==> config.mk <==
export PLATFORM = sky130hd
export DESIGN_NAME = lcd_timing_driver_flat
export DESIGN_NICKNAME = d
export VERILOG_FILES = /design/src/rtl/lcd_timing_driver_if.sv /design/src/rtl/lcd_timing_driver.sv /design/src/flat_wrapper.sv
export SDC_FILE = /design/constraint.sdc
export NUM_CORES = 1
export LEC_CHECK = 0
export BUFFER_PORTS_ARGS = -buffer_cell sky130_fd_sc_hd__buf_2
export CAP_MARGIN = 20
export CELL_PAD_IN_SITES_DETAIL_PLACEMENT = 0
export CELL_PAD_IN_SITES_GLOBAL_PLACEMENT = 1
export CORE_ASPECT_RATIO = 0.9
export CORE_MARGIN = 4
export CORE_UTILIZATION = 40
export CTS_BUF_LIST = sky130_fd_sc_hd__clkbuf_8
export CTS_CLUSTER_SIZE = 10
export DETAILED_ROUTE_END_ITERATION = 10
export PLACE_DENSITY = 0.83
export SLEW_MARGIN = 40
export SYNTH_ARGS = -nofsm -noshare
export SYNTH_HDL_FRONTEND = slang
export SYNTH_SLANG_ARGS = --single-unit
export TNS_END_PERCENT = 100
==> constraint.sdc <==
create_clock -name lcd_pclk -period 3.72 [get_ports lcd_pclk]
set_input_delay 0.372 -clock lcd_pclk [delete_from_list [all_inputs] [get_ports lcd_pclk]]
set_output_delay 0.372 -clock lcd_pclk [all_outputs]
set_load 0.01 [all_outputs]
==> src/rtl/lcd_timing_driver_if.sv <==
// Pixel request bus between the LCD timing driver and the pixel source.
// The driver presents xpos/ypos/data_req; the source returns pixel_data one cycle later.
interface lcd_timing_driver_if;
    logic [15:0] pixel_data;
    logic [10:0] pixel_xpos;
    logic [10:0] pixel_ypos;
    logic        data_req;

    modport master (
        input  pixel_data,
        output pixel_xpos,
        output pixel_ypos,
        output data_req
    );

    modport slave (
        output pixel_data,
        input  pixel_xpos,
        input  pixel_ypos,
        input  data_req
    );
endinterface

==> src/rtl/lcd_timing_driver.sv <==
// Parallel-RGB LCD timing generator: HSYNC/VSYNC/DE plus a one-cycle-early
// pixel request to a registered pixel source, forwarding RGB565 to the panel.
module lcd_timing_driver #(
    parameter int H_SYNC  = 41,
    parameter int H_BACK  = 2,
    parameter int H_DISP  = 480,
    parameter int H_FRONT = 2,
    parameter int V_SYNC  = 10,
    parameter int V_BACK  = 2,
    parameter int V_DISP  = 272,
    parameter int V_FRONT = 2
) (
    input  logic                       lcd_pclk,
    input  logic                       rst,
    lcd_timing_driver_if.master        pix,
    output logic [10:0]                h_disp,
    output logic [10:0]                v_disp,
    output logic                       lcd_hs,
    output logic                       lcd_vs,
    output logic                       lcd_de,
    output logic [15:0]                lcd_rgb,
    output logic                       lcd_bl,
    output logic                       frame_start
);

    localparam int H_TOTAL = H_SYNC + H_BACK + H_DISP + H_FRONT;
    localparam int V_TOTAL = V_SYNC + V_BACK + V_DISP + V_FRONT;
    localparam int HA      = H_SYNC + H_BACK;
    localparam int VA      = V_SYNC + V_BACK;

    localparam logic [10:0] HT_M1  = 11'(H_TOTAL - 1);
    localparam logic [10:0] VT_M1  = 11'(V_TOTAL - 1);
    localparam logic [10:0] HS_END = 11'(H_SYNC);
    localparam logic [10:0] VS_END = 11'(V_SYNC);
    localparam logic [10:0] REQ_LO = 11'(HA - 1);
    localparam logic [10:0] REQ_HI = 11'(HA + H_DISP - 1);
    localparam logic [10:0] DE_LO  = 11'(HA);
    localparam logic [10:0] DE_HI  = 11'(HA + H_DISP);
    localparam logic [10:0] VA_LO  = 11'(VA);
    localparam logic [10:0] VA_HI  = 11'(VA + V_DISP);

    if (HA < 1) begin : g_bad_ha
        $error("H_SYNC+H_BACK must be at least 1");
    end
    if (H_TOTAL > 2047 || V_TOTAL > 2047) begin : g_bad_total
        $error("H_TOTAL and V_TOTAL must not exceed 2047");
    end

    logic [10:0] h_q, h_d;
    logic [10:0] v_q, v_d;
    logic [10:0] x_q, x_d;
    logic [10:0] y_q, y_d;
    logic        hs_q, hs_d;
    logic        vs_q, vs_d;
    logic        de_q, de_d;
    logic        req_q, req_d;
    logic        fs_q, fs_d;
    logic        bl_q;
    logic        act;

    // Counters describe the position shown at the outputs; bl_q doubles
    // as the "running" flag so the first edge after reset lands on 0,0.
    always_comb begin
        h_d = h_q + 11'd1;
        v_d = v_q;
        if (h_q == HT_M1) begin
            h_d = '0;
            v_d = (v_q == VT_M1) ? 11'd0 : v_q + 11'd1;
        end
        if (!bl_q) begin
            h_d = '0;
            v_d = '0;
        end
        act   = (v_d >= VA_LO) && (v_d < VA_HI);
        hs_d  = (h_d >= HS_END);
        vs_d  = (v_d >= VS_END);
        de_d  = act && (h_d >= DE_LO) && (h_d < DE_HI);
        req_d = act && (h_d >= REQ_LO) && (h_d < REQ_HI);
        x_d   = req_d ? h_d - REQ_LO : 11'd0;
        y_d   = req_d ? v_d - VA_LO : 11'd0;
        fs_d  = (h_d == 11'd0) && (v_d == 11'd0);
    end

    always_ff @(posedge lcd_pclk) begin
        if (rst) begin
            h_q   <= '0;
            v_q   <= '0;
            x_q   <= '0;
            y_q   <= '0;
            hs_q  <= 1'b1;
            vs_q  <= 1'b1;
            de_q  <= 1'b0;
            req_q <= 1'b0;
            fs_q  <= 1'b0;
            bl_q  <= 1'b0;
        end else begin
            h_q   <= h_d;
            v_q   <= v_d;
            x_q   <= x_d;
            y_q   <= y_d;
            hs_q  <= hs_d;
            vs_q  <= vs_d;
            de_q  <= de_d;
            req_q <= req_d;
            fs_q  <= fs_d;
            bl_q  <= 1'b1;
        end
    end

    // Source data arrives one cycle after the request, aligned with de_q.
    assign lcd_rgb        = de_q ? pix.pixel_data : 16'h0000;
    assign pix.pixel_xpos = x_q;
    assign pix.pixel_ypos = y_q;
    assign pix.data_req   = req_q;
    assign lcd_hs         = hs_q;
    assign lcd_vs         = vs_q;
    assign lcd_de         = de_q;
    assign lcd_bl         = bl_q;
    assign frame_start    = fs_q;
    assign h_disp         = 11'(H_DISP);
    assign v_disp         = 11'(V_DISP);

endmodule

==> src/flat_wrapper.sv <==
// flat-port wrapper written by rule: the top's interface ports become plain ports
module lcd_timing_driver_flat 
#(
    parameter int H_SYNC  = 41,
    parameter int H_BACK  = 2,
    parameter int H_DISP  = 480,
    parameter int H_FRONT = 2,
    parameter int V_SYNC  = 10,
    parameter int V_BACK  = 2,
    parameter int V_DISP  = 272,
    parameter int V_FRONT = 2
)
  (lcd_pclk, rst, h_disp, v_disp, lcd_hs, lcd_vs, lcd_de, lcd_rgb, lcd_bl, frame_start, pix_pixel_data, pix_pixel_xpos, pix_pixel_ypos, pix_data_req);
  lcd_timing_driver_if pix_i ();
  input  logic lcd_pclk;
  input  logic rst;
  output logic [10:0] h_disp;
  output logic [10:0] v_disp;
  output logic lcd_hs;
  output logic lcd_vs;
  output logic lcd_de;
  output logic [15:0] lcd_rgb;
  output logic lcd_bl;
  output logic frame_start;
  input wire logic [$bits(pix_i.pixel_data)-1:0] pix_pixel_data;
  output wire logic [$bits(pix_i.pixel_xpos)-1:0] pix_pixel_xpos;
  output wire logic [$bits(pix_i.pixel_ypos)-1:0] pix_pixel_ypos;
  output wire logic [$bits(pix_i.data_req)-1:0] pix_data_req;
  assign pix_i.pixel_data = pix_pixel_data;
  assign pix_pixel_xpos = pix_i.pixel_xpos;
  assign pix_pixel_ypos = pix_i.pixel_ypos;
  assign pix_data_req = pix_i.data_req;
  lcd_timing_driver #(.H_SYNC(H_SYNC), .H_BACK(H_BACK), .H_DISP(H_DISP), .H_FRONT(H_FRONT), .V_SYNC(V_SYNC), .V_BACK(V_BACK), .V_DISP(V_DISP), .V_FRONT(V_FRONT)) u_core (.lcd_pclk(lcd_pclk), .rst(rst), .pix(pix_i), .h_disp(h_disp), .v_disp(v_disp), .lcd_hs(lcd_hs), .lcd_vs(lcd_vs), .lcd_de(lcd_de), .lcd_rgb(lcd_rgb), .lcd_bl(lcd_bl), .frame_start(frame_start));
endmodule
# == Yosys cells after proc, flatten, opt, wreduce, memory -nomap -nowiden ==
# Index checks and enable logic that the tools add are counted.
# op_classes
n_mux,7
add_sub_neg,4
eq_ne,2
order_cmp,8
bitwise_logic,1
reduce_logical,9
# ops
operator,n
2-to-1 mux 11 bit,5
greater-or-equal comparator 11 x 6 -> 1 bit (second input constant),3
adder 11 x 1 -> 11 bit (second input constant),2
greater-or-equal comparator 11 x 4 -> 1 bit (second input constant),2
zero test 11 bit,2
< comparator 11 x 10 -> 1 bit (second input constant),2
2-to-1 mux 16 bit,1
equality test 11 x 10 -> 1 bit (second input constant),1
equality test 11 x 9 -> 1 bit (second input constant),1
< comparator 11 x 9 -> 1 bit (second input constant),1
subtractor 11 x 4 -> 11 bit (second input constant),1
subtractor 11 x 6 -> 11 bit (second input constant),1
logical AND 1 bit,6
OR reduction 2 bit,1
2-to-1 mux 1 bit,1
NOT 1 bit,1
# totals
ff_bits,50
input_bits,18
word_cells,41

# == Depth between registers and ports, before layout ==
# Gate-level depths: netlist of run 1.
# depth
depth_word,10
mapped_depth,16
depth_no_buf,13

# == Least setup slack after synthesis of run 1 ==
# Ideal clock, no wire load.
# synth_path
path_type,flip-flop to flip-flop
start,register u_core.h_q[0]
end,register u_core.y_q[6] (netlist: u_core.pix.pixel_ypos[6])
setup_ps,79
path_slack_ps,808
t_required_ps,3641
arrival_time_ps,2832
path_stages_with_launch,15
period_less_slack_ps,2912
path_cell_list,dfxtp_1 -> buf_2 -> inv_1 -> ha_1 -> and4bb_2 -> nand3_1 -> buf_2 -> o21a_4 -> clkbuf_1 -> nand2_1 -> inv_1 -> ha_1 -> inv_1 -> a311o_1 -> a211oi_2
# synth_between
elab_chain_len,9
word_cells_on_any_way,16
cone_classes,add/sub (2); order compare (4); eq/ne (1); mux (4); bitwise (1); reduce/logical (4)
# synth_rtl
item,line_no,text
start: declaration,lcd_timing_driver.sv:49,"logic [10:0] h_q, h_d;"
start signal: assignment,lcd_timing_driver.sv:86,h_q <= '0;
start signal: assignment,lcd_timing_driver.sv:97,h_q <= h_d;
equality test 11 x 10 -> 1 bit *,lcd_timing_driver.sv:66,if (h_q == HT_M1) begin
2-to-1 mux 11 bit *,lcd_timing_driver.sv:66,
2-to-1 mux 11 bit *,lcd_timing_driver.sv:70,if (!bl_q) begin
net u_core.v_d[2],lcd_timing_driver.sv:50,"logic [10:0] v_q, v_d;"
greater-or-equal comparator 11 x 4 -> 1 bit or < comparator 11 x 9 -> 1 bit (tied branches),lcd_timing_driver.sv:74,act = (v_d >= VA_LO) && (v_d < VA_HI);
logical AND 1 bit,lcd_timing_driver.sv:74,
logical AND 1 bit (2 in series),lcd_timing_driver.sv:78,req_d = act && (h_d >= REQ_LO) && (h_d < REQ_HI);
NOT 1 bit (no source line),-,
OR reduction 2 bit (no source line),-,
end signal: assignment,lcd_timing_driver.sv:100,y_q <= y_d;
end: declaration,lcd_timing_driver.sv:52,"logic [10:0] y_q, y_d;"
# Mark *: on every way through the listed nets, which the timed path passes. The rest lies on a longest branch.
# A chain may end at the register's enable or synchronous reset.

# == Final worst setup path of run 1 ==
# layout_path
start,register u_core.h_q[0]
end,register u_core.y_q[4] (netlist: u_core.pix.pixel_ypos[4])
# layout_between
elab_chain_len,9
word_cells_on_any_way,16
cone_classes,add/sub (2); order compare (4); eq/ne (1); mux (4); bitwise (1); reduce/logical (4)
# layout_rtl
item
branches (longest 9 deep; another with adder 11 x 1 -> 11 bit)
# Parallel ways; which one is timed is not known.

==> results.md, run 1 <==
* Crit path from: u_core.h_q[0]$_SDFF_PP0_
* Number of gates resized after cts at 0
* Fin. Hold Viols at 0
* Final period util at 0.898
* Syn avg cell area at roughly 8.3 um^2
* Met2 usage at 0.277
* Setup_tns at 0 ns
* Commonest non-fill, non-tap cell in the layout: buf_2
* Slowest cell on the critical path: dfxtp_1
* WL/cell at approximately 15 um
* Post-synthesis xor/xnor area fraction at 0.0819
* WP data arrival at between 3 and 4 ns
* RSZ-0062 raised after global routing: false
* CTS tree: built
* Pre-antenna DRT Iters at 4
* Post-layout minimum cycle time at about 3.3 ns
* Vias per cell at 5.29
* Detail Placement HPWL at slightly above 6 mm
* Mapped Cells at 398
* Register area share after synthesis at 0.302
* Die area at between 9000 and 10000 um^2
* Worst-path maximum fanout at 23
* Flops & latches, synth at 50
* Routing usage on met3 at 0.0273
* Post-route ant nets at 0
* # IOs at 84
* Reg2reg setup slack at around 0.38 ns
* Critical path type: reg -> reg
* Leakage at around 1.5 nW
* CTS hold repair buffers at 0
* Pre-CTS setup slack at between 0.4 and 0.5 ns
* VDD IR max at between 0.0001 and 0.00015 V
* Share of layout cells above drive strength 1 at 0.237
* CP bufs+invs at 0
* Max-Cap Viols at 0
* H-tree depth at 2
* Largest delay contributor family on the critical path: compound AO/OA/AOI/OAI gates
* Fin worst setup slack at between 0.3 and 0.4 ns
* Post-synth EDFFs at 0
* Levels on crit path at 8
* Clock Path Buffers at 2
* WL final at between 8 and 9 mm
* DRC Markers at 0
* P per Cell Area at between 200 and 300 nW/um^2
* Primary FF master, synth: dfxtp_1
* Fmax at ~0.30 GHz
* Clock Pin Slew Worst Setup and Hold Paths at around 0.10 ns
* Final core utilization at 0.456
* Crit start category: register
* DR iter-0 viols at around 120
* Core Rows at 31
* Synth Area in Compound Gates at 0.138
* CTS sink count at 50
* CP endpoint kind: register
* Post-synth ARST share at 0
* Critical-path cell list: ha_1 -> and3_1 -> o2111ai_1 -> a211oi_1 -> a311oi_1 -> a2111oi_4 -> nand4_4 -> nor4_1
* Most frequent cells in the layout: buf_2 (61), dfxtp_1 (50), nor3_1 (35)
* # port buffers at 61
* Setup violations, final at 0
* Die Wd at around 100 um
* Synth cell types at about 70
* Via count at 2888
* GRT Overall Usage at 0.161
* Relative slew slack at 0.575
* Worst Tran Pin Value at around 0.63 ns
* Synth Area in Adders at 0.0302
* HP Start: rst
* Setup bufs post-CTS at 0
* Synth-to-Final Area Change at 11.0%
* Worst hold slack at about 0.45 ns
* Starting density of the core at 0.411
* RD Place Congestion at around 0.84
* Min-delay worst type: in -> reg
* Status: finished clean
* CP peak stage delay at roughly 0.54 ns
* Initial antenna violation count at 0
* Critical R2R Capture: u_core.pix.pixel_ypos[4]$_SDFF_PP0_
* Grt met1 use at 0.214
* TritonCTS buffer count at 5
* Die Y at between 90 and 100 um
* Nets@finish at ~470
* Ant diodes at 0
* Simple-gate area share of the yosys netlist at 0.332
* Root buffer cell: clkbuf_8
* Gr ovfl total at 0
* Core Region at a little over 8000 um^2
* Clock skew at between 0.008 and 0.009 ns
* Ys Warns at 0
* Clk_lat worst skew at 0.31 ns
* FF-to-FF Start: u_core.h_q[0]$_SDFF_PP0_
* Final Max Slew Viols at 0
* R2R depth at 8
* Fill cells at 800
* Largest family of logic cells by synthesized area: simple AND/OR/NAND/NOR gates
* Mapped Area at around 3300 um^2
* Global-route wire length before repair at 13.1 mm
* Pin count of the biggest net entering global routing at 25
* Number of global-route vias before repair at about 2600
* GR peak layer: met2
* Post-synthesis mux area share at 0.00981
* Worst setup path end: u_core.pix.pixel_ypos[4]$_SDFF_PP0_
* Total power draw at ~0.001 W
* WP data required at around 3.9 ns
routing by layer:
metal  vias to the layer above  wire length [um]
met2                        65              4040
li1                       1459                 -
met5                         -                 0
met3                         9               297
met1                      1355              3730
met4                         0                89
state kept, by name, indices dropped and copies added (netlist names):
name,flops
u_core.lcd_vs,1
u_core.v_q,11
u_core.lcd_hs,1
u_core.pix.pixel_ypos,11
u_core.h_q,11
u_core.pix.data_req,1
u_core.lcd_de,1
u_core.frame_start,1
u_core.lcd_bl,1
u_core.pix.pixel_xpos,11
final cells by class:
type / instances / area, um^2 / area share
inverters: 9 / 33.8 / 0.00917
flip-flops and latches: 50 / 1000 / 0.272
clock buffers: 5 / 68.8 / 0.0187
repair buffers: 69 / 365 / 0.0992
multi-input cells: 311 / 2040 / 0.555
well taps: 99 / 124 / 0.0336
clock inverters: 3 / 45.0 / 0.0122
where the power goes:
part           internal, W  switching, W
Clock             0.000200      0.000194
Combinational    0.0000186     0.0000391
Sequential        0.000538    0.00000430
Total             0.000757      0.000238
stage by stage:
stage	std cells	area [um^2]
2_1_floorplan	418	3390
3_3_place_gp	538	3570
3_5_place_dp	538	3570
4_1_cts	546	3680
5_1_grt	546	3680
6_report	546	3680
kinds of logic (layout without fill, tap and decap cells):
group	after synthesis	in the layout
buffers and inverters	57	86
AOI/OAI and AO/OA	56	56
xor gates and xnor gates	31	31
adders and majority gates	8	8
other	2	22
and+or+nand+nor	191	191
muxes	3	3
DFF	50	50
worst min-delay path by stage:
stage	cells past startpoint	slack (ns)	end
finish	2	0.45	u_core.v_q[1]$_SDFF_PP0_
global route	2	0.46	u_core.v_q[3]$_SDFF_PP0_
CTS	2	0.45	u_core.v_q[1]$_SDFF_PP0_
detailed placement	2	0.62	u_core.h_q[10]$_SDFF_PP0_
global placement	2	0.61	u_core.h_q[10]$_SDFF_PP0_
floorplan	3	0.57	u_core.h_q[10]$_SDFF_PP0_
cell usage after synthesis, drive strengths merged, types with 6 or more instances:
cell type  count  area (um^2)
nand2         31          116
xnor2         19          166
nor2          31          116
dfxtp         50         1000
nor3b          6         55.1
o21ai         10         50.0
nor4           8         68.8
nand4          9         71.3
a21oi         10         53.8
a211oi         7         72.6
nand3         11         67.6
or3            7         48.8
inv            9         33.8
clkbuf         8         30.0
and3           8         51.3
xor2          12          105
ha             8          100
nor3          36          185
and2          21          131
buf           40          283
Note: power is estimated with default switching activity, not from simulation.
==> run 2: changes to the inputs <==
--- a/config.mk
+++ b/config.mk
@@ -5,17 +5,17 @@
 export SDC_FILE = /design/constraint.sdc
 export NUM_CORES = 1
 export LEC_CHECK = 0
-export BUFFER_PORTS_ARGS = -buffer_cell sky130_fd_sc_hd__buf_2
 export CAP_MARGIN = 20
 export CELL_PAD_IN_SITES_DETAIL_PLACEMENT = 0
 export CELL_PAD_IN_SITES_GLOBAL_PLACEMENT = 1
 export CORE_ASPECT_RATIO = 0.9
 export CORE_MARGIN = 4
 export CORE_UTILIZATION = 40
-export CTS_BUF_LIST = sky130_fd_sc_hd__clkbuf_8
+export CTS_BUF_LIST = sky130_fd_sc_hd__clkbuf_8 sky130_fd_sc_hd__clkbuf_16
 export CTS_CLUSTER_SIZE = 10
 export DETAILED_ROUTE_END_ITERATION = 10
-export PLACE_DENSITY = 0.83
+export DONT_BUFFER_PORTS = 1
+export PLACE_DENSITY = 0.71
 export SLEW_MARGIN = 40
 export SYNTH_ARGS = -nofsm -noshare
 export SYNTH_HDL_FRONTEND = slang
==> run 2 against run 1 <==
  * Critical path depth rose by 1
  * Sequential share of layout area up 2.6 points
  * Maximum frequency is 0.75% lower
  * Die area stayed put
  * Core utilization decreased by 4.0 points
  * Design area is 8.7% lower
  * Largest cell class unchanged
==> results.md, run 2 (synthesis gave the netlist of run 1 again) <==
* Fill cells at 847 (+5.9%)
* Critical path type: reg -> reg
* Pre-antenna DRT Iters at 4 (unchanged)
* Hold EP: u_core.v_q[1]$_SDFF_PP0_
* HP Start: rst
* DR iter-0 viols at 87 (-28%)
* Clock Path Buffers at 2 (unchanged)
* P per Cell Area at 273 nW/um^2 (+0.92%)
* Setup_tns at 0 ns (unchanged)
* Clock Pin Slew Worst Setup and Hold Paths at 0.10 ns (about the same)
* Core Region at 8070 um^2 (unchanged)
* Most frequent cells in the layout: dfxtp_1 (50), nor3_1 (35), nand2_1 (31), nor2_1 (31), conb_1 (22)
* Share of layout cells above drive strength 1 at 0.119 (-0.118)
* Placed cell area at 3270 um^2 (-8.3%)
* Core Rows at 31 (unchanged)
* Final Max Slew Viols at 0 (unchanged)
* Max-Cap Viols at 0 (unchanged)
* FF-to-FF Start: u_core.h_q[0]$_SDFF_PP0_
* Commonest non-fill, non-tap cell in the layout: dfxtp_1
* GR peak layer: met2
* Number of gates resized after cts at 0 (unchanged)
* WL final at 8.15 mm (about the same)
* Pre-CTS setup slack at 0.391 ns (-0.0853 ns)
* Crit start category: register
* Die area at 9820 um^2 (unchanged)
* GRT Overall Usage at 0.163 (+0.00196)
* # port buffers at 0 (-100%)
* Number of global-route vias before repair at 2538 (-3.4%)
* Clock skew at 0.0128 ns (+0.00468 ns)
* Via count at 2684 (-7.1%)
* Final period util at 0.904 (+0.00680)
* Global-route wire length before repair at 13.1 mm (+0.26%)
* CP endpoint kind: register
* Critical R2R Capture: u_core.pix.pixel_xpos[5]$_SDFF_PP0_
* RD Place Congestion at 0.940 (+12%)
* Fin area at 3360 um^2 (-8.7%)
* Post-route ant nets at 0 (unchanged)
* H-tree depth at 2 (unchanged)
* Fmax at 0.297 GHz (-0.75%)
* Routing usage on met3 at 0.0280 (+0.000684)
* R2R depth at 9 (+1)
* Grt met1 use at 0.213 (-0.000657)
* Worst-path maximum fanout at 23 (unchanged)
* Root buffer cell: clkbuf_8
* Gr ovfl total at 0 (unchanged)
* Post-layout minimum cycle time at 3.36 ns (+0.0253 ns)
* Pin count of the biggest net entering global routing at 25 (unchanged)
* Vias per cell at 5.52 (+4.4%)
* RSZ-0062 raised after global routing: false
* Die Y at 94.4 um (unchanged)
* Nets@finish at 412 (-13%)
* WL/cell at 16.8 um (+12%)
* Detail Placement HPWL at 6.10 mm (-1.9%)
* CTS sink count at 50 (unchanged)
* Hold Crit Depth at 1 (-1)
* Status: finished clean
* Setup violations, final at 0 (unchanged)
* TritonCTS buffer count at 5 (unchanged)
* WP data arrival at 3.57 ns (+0.02 ns)
* Worst Tran Pin Value at 0.656 ns (+0.0231 ns)
* Synth-to-Final Area Change at 1.32%
* Reg2reg setup slack at 0.36 ns (-0.03 ns)
* VDD IR max at 0.000151 V (+9.3%)
* # IOs at 84 (unchanged)
* Fin. Hold Viols at 0 (unchanged)
* Worst hold slack at 0.116 ns (-0.335 ns)
* Starting density of the core at 0.411 (unchanged)
* Ant diodes at 0 (unchanged)
* Fin worst setup slack at 0.355 ns (-0.0253 ns)
* Initial antenna violation count at 0 (unchanged)
* CTS tree: built
* CTS hold repair buffers at 0 (unchanged)
* Leakage at 1.17 nW (-21%)
* DRC Markers at 0 (unchanged)
* Clk_lat worst skew at 0.31 ns (about the same)
* Setup bufs post-CTS at 0 (unchanged)
* Die Wd at 104 um (unchanged)
* Min-delay worst type: in -> reg
* Relative slew slack at 0.559 (-0.0166)
* Met2 usage at 0.273 (-0.00379)
* WP data required at 3.92 ns (about the same)
## run 2: final cells by class
cell class	instances	area, um^2	area share
timing repair buffer	9	67.6	0.0201
clock inverter	3	21.3	0.00633
sequential	50	1000	0.298
tap	99	124	0.0369
multi-input combinational	311	2040	0.608
inverter	9	33.8	0.0101
clock buffer	5	68.8	0.0205
## run 2: layer usage
| metal | vias up | part of all wire |
|---|---|---|
| met5 | - | 0 |
| met4 | 0 | 0.025 |
| met3 | 19 | 0.039 |
| met2 | 66 | 0.49 |
| met1 | 1255 | 0.45 |
| li1 | 1344 | - |
## run 2: worst max-delay path: stages (launching register included)
cell and delay (ns):
dfxtp_1 0.42, inv_1 0.16, ha_1 0.20, and4bb_2 0.25, nand3_1 0.17, nor4_2 0.45, mux2_2 0.43, a2111oi_4 0.42
nand4_4 0.41, nor4_1 0.36
## run 2: how the worst max path moves through the flow
stage	endpoint	start	slack, ns
CTS	u_core.pix.pixel_xpos[5]$_SDFF_PP0_	u_core.h_q[0]$_SDFF_PP0_	0.37
floorplan	u_core.pix.pixel_ypos[6]$_SDFF_PP0_	u_core.h_q[0]$_SDFF_PP0_	0.81
detailed placement	u_core.pix.pixel_ypos[4]$_SDFF_PP0_	u_core.h_q[0]$_SDFF_PP0_	0.39
finish	u_core.pix.pixel_xpos[5]$_SDFF_PP0_	u_core.h_q[0]$_SDFF_PP0_	0.36
global placement	u_core.pix.pixel_ypos[4]$_SDFF_PP0_	u_core.h_q[0]$_SDFF_PP0_	0.52
global route	u_core.pix.pixel_xpos[7]$_SDFF_PP0_	u_core.h_q[0]$_SDFF_PP0_	0.06
## run 2: per-stage QoR
| stage | util | total power [W] | std cells |
|---|---|---|---|
| after floorplan | - | 0.000610 | 418 |
| after global placement | 0.405 | 0.000600 | 478 |
| after detailed placement | 0.405 | 0.000600 | 478 |
| after CTS | 0.417 | 0.000926 | 486 |
| after global routing | 0.417 | 0.000948 | 486 |
| final | 0.417 | 0.000916 | 486 |
## run 2: power by group
part / switching, W / internal, W
logic: 0.0000321 / 0.0000118
clock network: 0.000195 / 0.000133
registers: 0.00000606 / 0.000538
==> run 3: changes to the inputs <==
--- a/config.mk
+++ b/config.mk
@@ -8,7 +8,6 @@
 export CAP_MARGIN = 20
 export CELL_PAD_IN_SITES_DETAIL_PLACEMENT = 0
 export CELL_PAD_IN_SITES_GLOBAL_PLACEMENT = 1
-export CORE_ASPECT_RATIO = 0.9
 export CORE_MARGIN = 4
 export CORE_UTILIZATION = 40
 export CTS_BUF_LIST = sky130_fd_sc_hd__clkbuf_8 sky130_fd_sc_hd__clkbuf_16
==> run 3 against run 2 <==
  * Critical path depth unchanged
  * Sequential power about the same
  * Maximum frequency increased by 0.53%
  * Power increased by 0.51%
  * Sequential share of layout area decreased by 0.17 points
  * Via count increased by 0.93%
  * Combinational power increased by 2%
  * Critical endpoint is now u_core.pix.pixel_xpos[8]$_SDFF_PP0_
  * Largest cell class unchanged
  * Highest routed layer unchanged
==> results.md, run 3 (synthesis gave the netlist of run 1 again) <==
* Via count at 2709 (+0.93%)
* CTS tree: built
* Clock skew at 0.00946 ns (-0.00338 ns)
* Layout Cells excl Fill at 491 (+1.0%)
* Final period util at 0.900 (-0.00479)
* H-tree depth at 2 (unchanged)
* Hold Crit Depth at 1 (unchanged)
* # IOs at 84 (unchanged)
* Final Max Slew Viols at 0 (unchanged)
* Total power draw at 0.000921 W (+0.51%)
* Inst Count DP at 483 (+1.0%)
* GRT Overall Usage at 0.164 (+0.00104)
* Relative slew slack at 0.580 (+0.0210)
* CTS sink count at 50 (unchanged)
* WL final at 8.21 mm (+0.75%)
* Multi-input gate area at 2040 um^2 (unchanged)
* P per Cell Area at 273 nW/um^2 (about the same)
* CP endpoint kind: register
* Post-layout minimum cycle time at 3.35 ns (-0.0178 ns)
* Worst hold slack at 0.117 ns (+0.00129 ns)
* Root buffer cell: clkbuf_8
* Worst Tran Pin Value at 0.625 ns (-0.0312 ns)
* Share of layout cells above drive strength 1 at 0.123 (+0.00453)
* HP Start: rst
* Clock Pin Slew Worst Setup and Hold Paths at 0.10 ns (about the same)
* RSZ-0062 raised after global routing: false
* WP data required at 3.96 ns (+0.04 ns)
* Pre-antenna DRT Iters at 4 (unchanged)
* FF-to-FF Start: u_core.h_q[0]$_SDFF_PP0_
* Clk_lat worst skew at 0.31 ns (about the same)
* DR iter-0 viols at 113 (+30%)
* Register Area at 1000 um^2 (unchanged)
* Most frequent cells in the layout: dfxtp_1 (50), nor3_1 (35), nand2_1 (31), nor2_1 (31), conb_1 (22)
* Fmax at 0.299 GHz (+0.53%)
* Hold EP: u_core.v_q[0]$_SDFF_PP0_
* Placed cell area at 3290 um^2 (+0.57%)
* Core Rows at 32 (+3.2%)
* Setup_tns at 0 ns (unchanged)
* Post-route ant nets at 0 (unchanged)
* Critical R2R Capture: u_core.pix.pixel_xpos[8]$_SDFF_PP0_
* Vias per cell at 5.52 (about the same)
* # port buffers at 0 (unchanged)
* RD Place Congestion at 0.873 (-7.1%)
* Status: finished clean
* Fill cells at 804 (-5.1%)
* CTS hold repair buffers at 0 (unchanged)
* Pin count of the biggest net entering global routing at 25 (unchanged)
* Clock Path Buffers at 2 (unchanged)
* Setup violations, final at 0 (unchanged)
* Number of gates resized after cts at 0 (unchanged)
* Die area at 9810 um^2 (about the same)
* Initial antenna violation count at 0 (unchanged)
* Leakage at 1.18 nW (+0.76%)
* Ant diodes at 0 (unchanged)
* Nets@finish at 414 (+0.49%)
* DRC Markers at 0 (unchanged)
* VDD IR max at 0.000127 V (-16%)
* Reg2reg setup slack at 0.37 ns (+0.02 ns)
* Min-delay worst type: in -> reg
* Commonest non-fill, non-tap cell in the layout: dfxtp_1
* Critical path type: reg -> reg
* Number of global-route vias before repair at 2517 (-0.83%)
* Crit start category: register
* R2R depth at 9 (unchanged)
* Gr ovfl total at 0 (unchanged)
* Starting density of the core at 0.421 (+0.00939)
* Synth-to-Final Area Change at 1.89%
* Max-Cap Viols at 0 (unchanged)
* Global-route wire length before repair at 13.2 mm (about the same)
* Die Y at 99.1 um (+4.9%)
* WL/cell at 16.7 um (-0.28%)
* Detail Placement HPWL at 6.32 mm (+3.7%)
* Fin area at 3380 um^2 (+0.56%)
* Worst-path maximum fanout at 15 (-35%)
* Core Region at 7890 um^2 (-2.2%)
* Setup bufs post-CTS at 0 (unchanged)
* Die Wd at 99.1 um (-4.7%)
* Fin. Hold Viols at 0 (unchanged)
* TritonCTS buffer count at 5 (unchanged)
* WP data arrival at 3.58 ns (about the same)
[run 3: where the power goes]
group | switching [W] | internal [W] | leakage (nW)
combinational | 0.0000325 | 0.0000123 | 0.732
clock | 0.000199 | 0.000133 | 0.0441
sequential | 0.00000624 | 0.000538 | 0.404
total | 0.000238 | 0.000683 | 1.18
[run 3: through the flow]
| stage | utilization | worst slack, ns |
|---|---|---|
| floorplan | - | 0.808 |
| global placement | 0.417 | 0.538 |
| detailed placement | 0.417 | 0.391 |
| CTS | 0.428 | 0.379 |
| global route | 0.428 | 0.0976 |
| finish | 0.428 | 0.373 |
[run 3: area by class of cell]
cell class | instances | area share
multi-input cells | 311 | 0.605
flip-flops and latches | 50 | 0.296
well taps | 102 | 0.0378
repair buffers | 11 | 0.0244
clock buffers | 5 | 0.0204
inverters | 9 | 0.0100
clock inverters | 3 | 0.00629
[run 3: critical path, stage by stage, from the launching register on]
cell	delay [ns]
dfxtp_1	0.55
ha_1	0.50
nand3_4	0.13
o21a_1	0.23
a211oi_1	0.48
a311oi_1	0.23
a2111oi_4	0.40
nand4_4	0.33
buf_4	0.28
nor3_1	0.16
[run 3: per-layer routing]
| layer | track usage | part of all wire | vias to the layer above |
|---|---|---|---|
| li1 | - | - | 1348 |
| met3 | 0.0290 | 0.035 | 14 |
| met1 | 0.213 | 0.44 | 1288 |
| met4 | 0.0420 | 0.015 | 0 |
| met5 | 0 | 0 | - |
| met2 | 0.279 | 0.51 | 59 |
[run 3: how the worst max path moves through the flow]
stage | from | endpoint | slack, ns | cells after the start
final | u_core.h_q[0]$_SDFF_PP0_ | u_core.pix.pixel_xpos[8]$_SDFF_PP0_ | 0.37 | 9
after global routing | u_core.h_q[0]$_SDFF_PP0_ | u_core.pix.pixel_xpos[3]$_SDFF_PP0_ | 0.1 | 9
after CTS | u_core.h_q[0]$_SDFF_PP0_ | u_core.pix.pixel_xpos[6]$_SDFF_PP0_ | 0.38 | 9
after detailed placement | u_core.h_q[0]$_SDFF_PP0_ | u_core.pix.pixel_xpos[7]$_SDFF_PP0_ | 0.39 | 9
after global placement | u_core.h_q[0]$_SDFF_PP0_ | u_core.pix.pixel_xpos[3]$_SDFF_PP0_ | 0.54 | 9
after floorplan | u_core.h_q[0]$_SDFF_PP0_ | u_core.pix.pixel_ypos[6]$_SDFF_PP0_ | 0.81 | 14
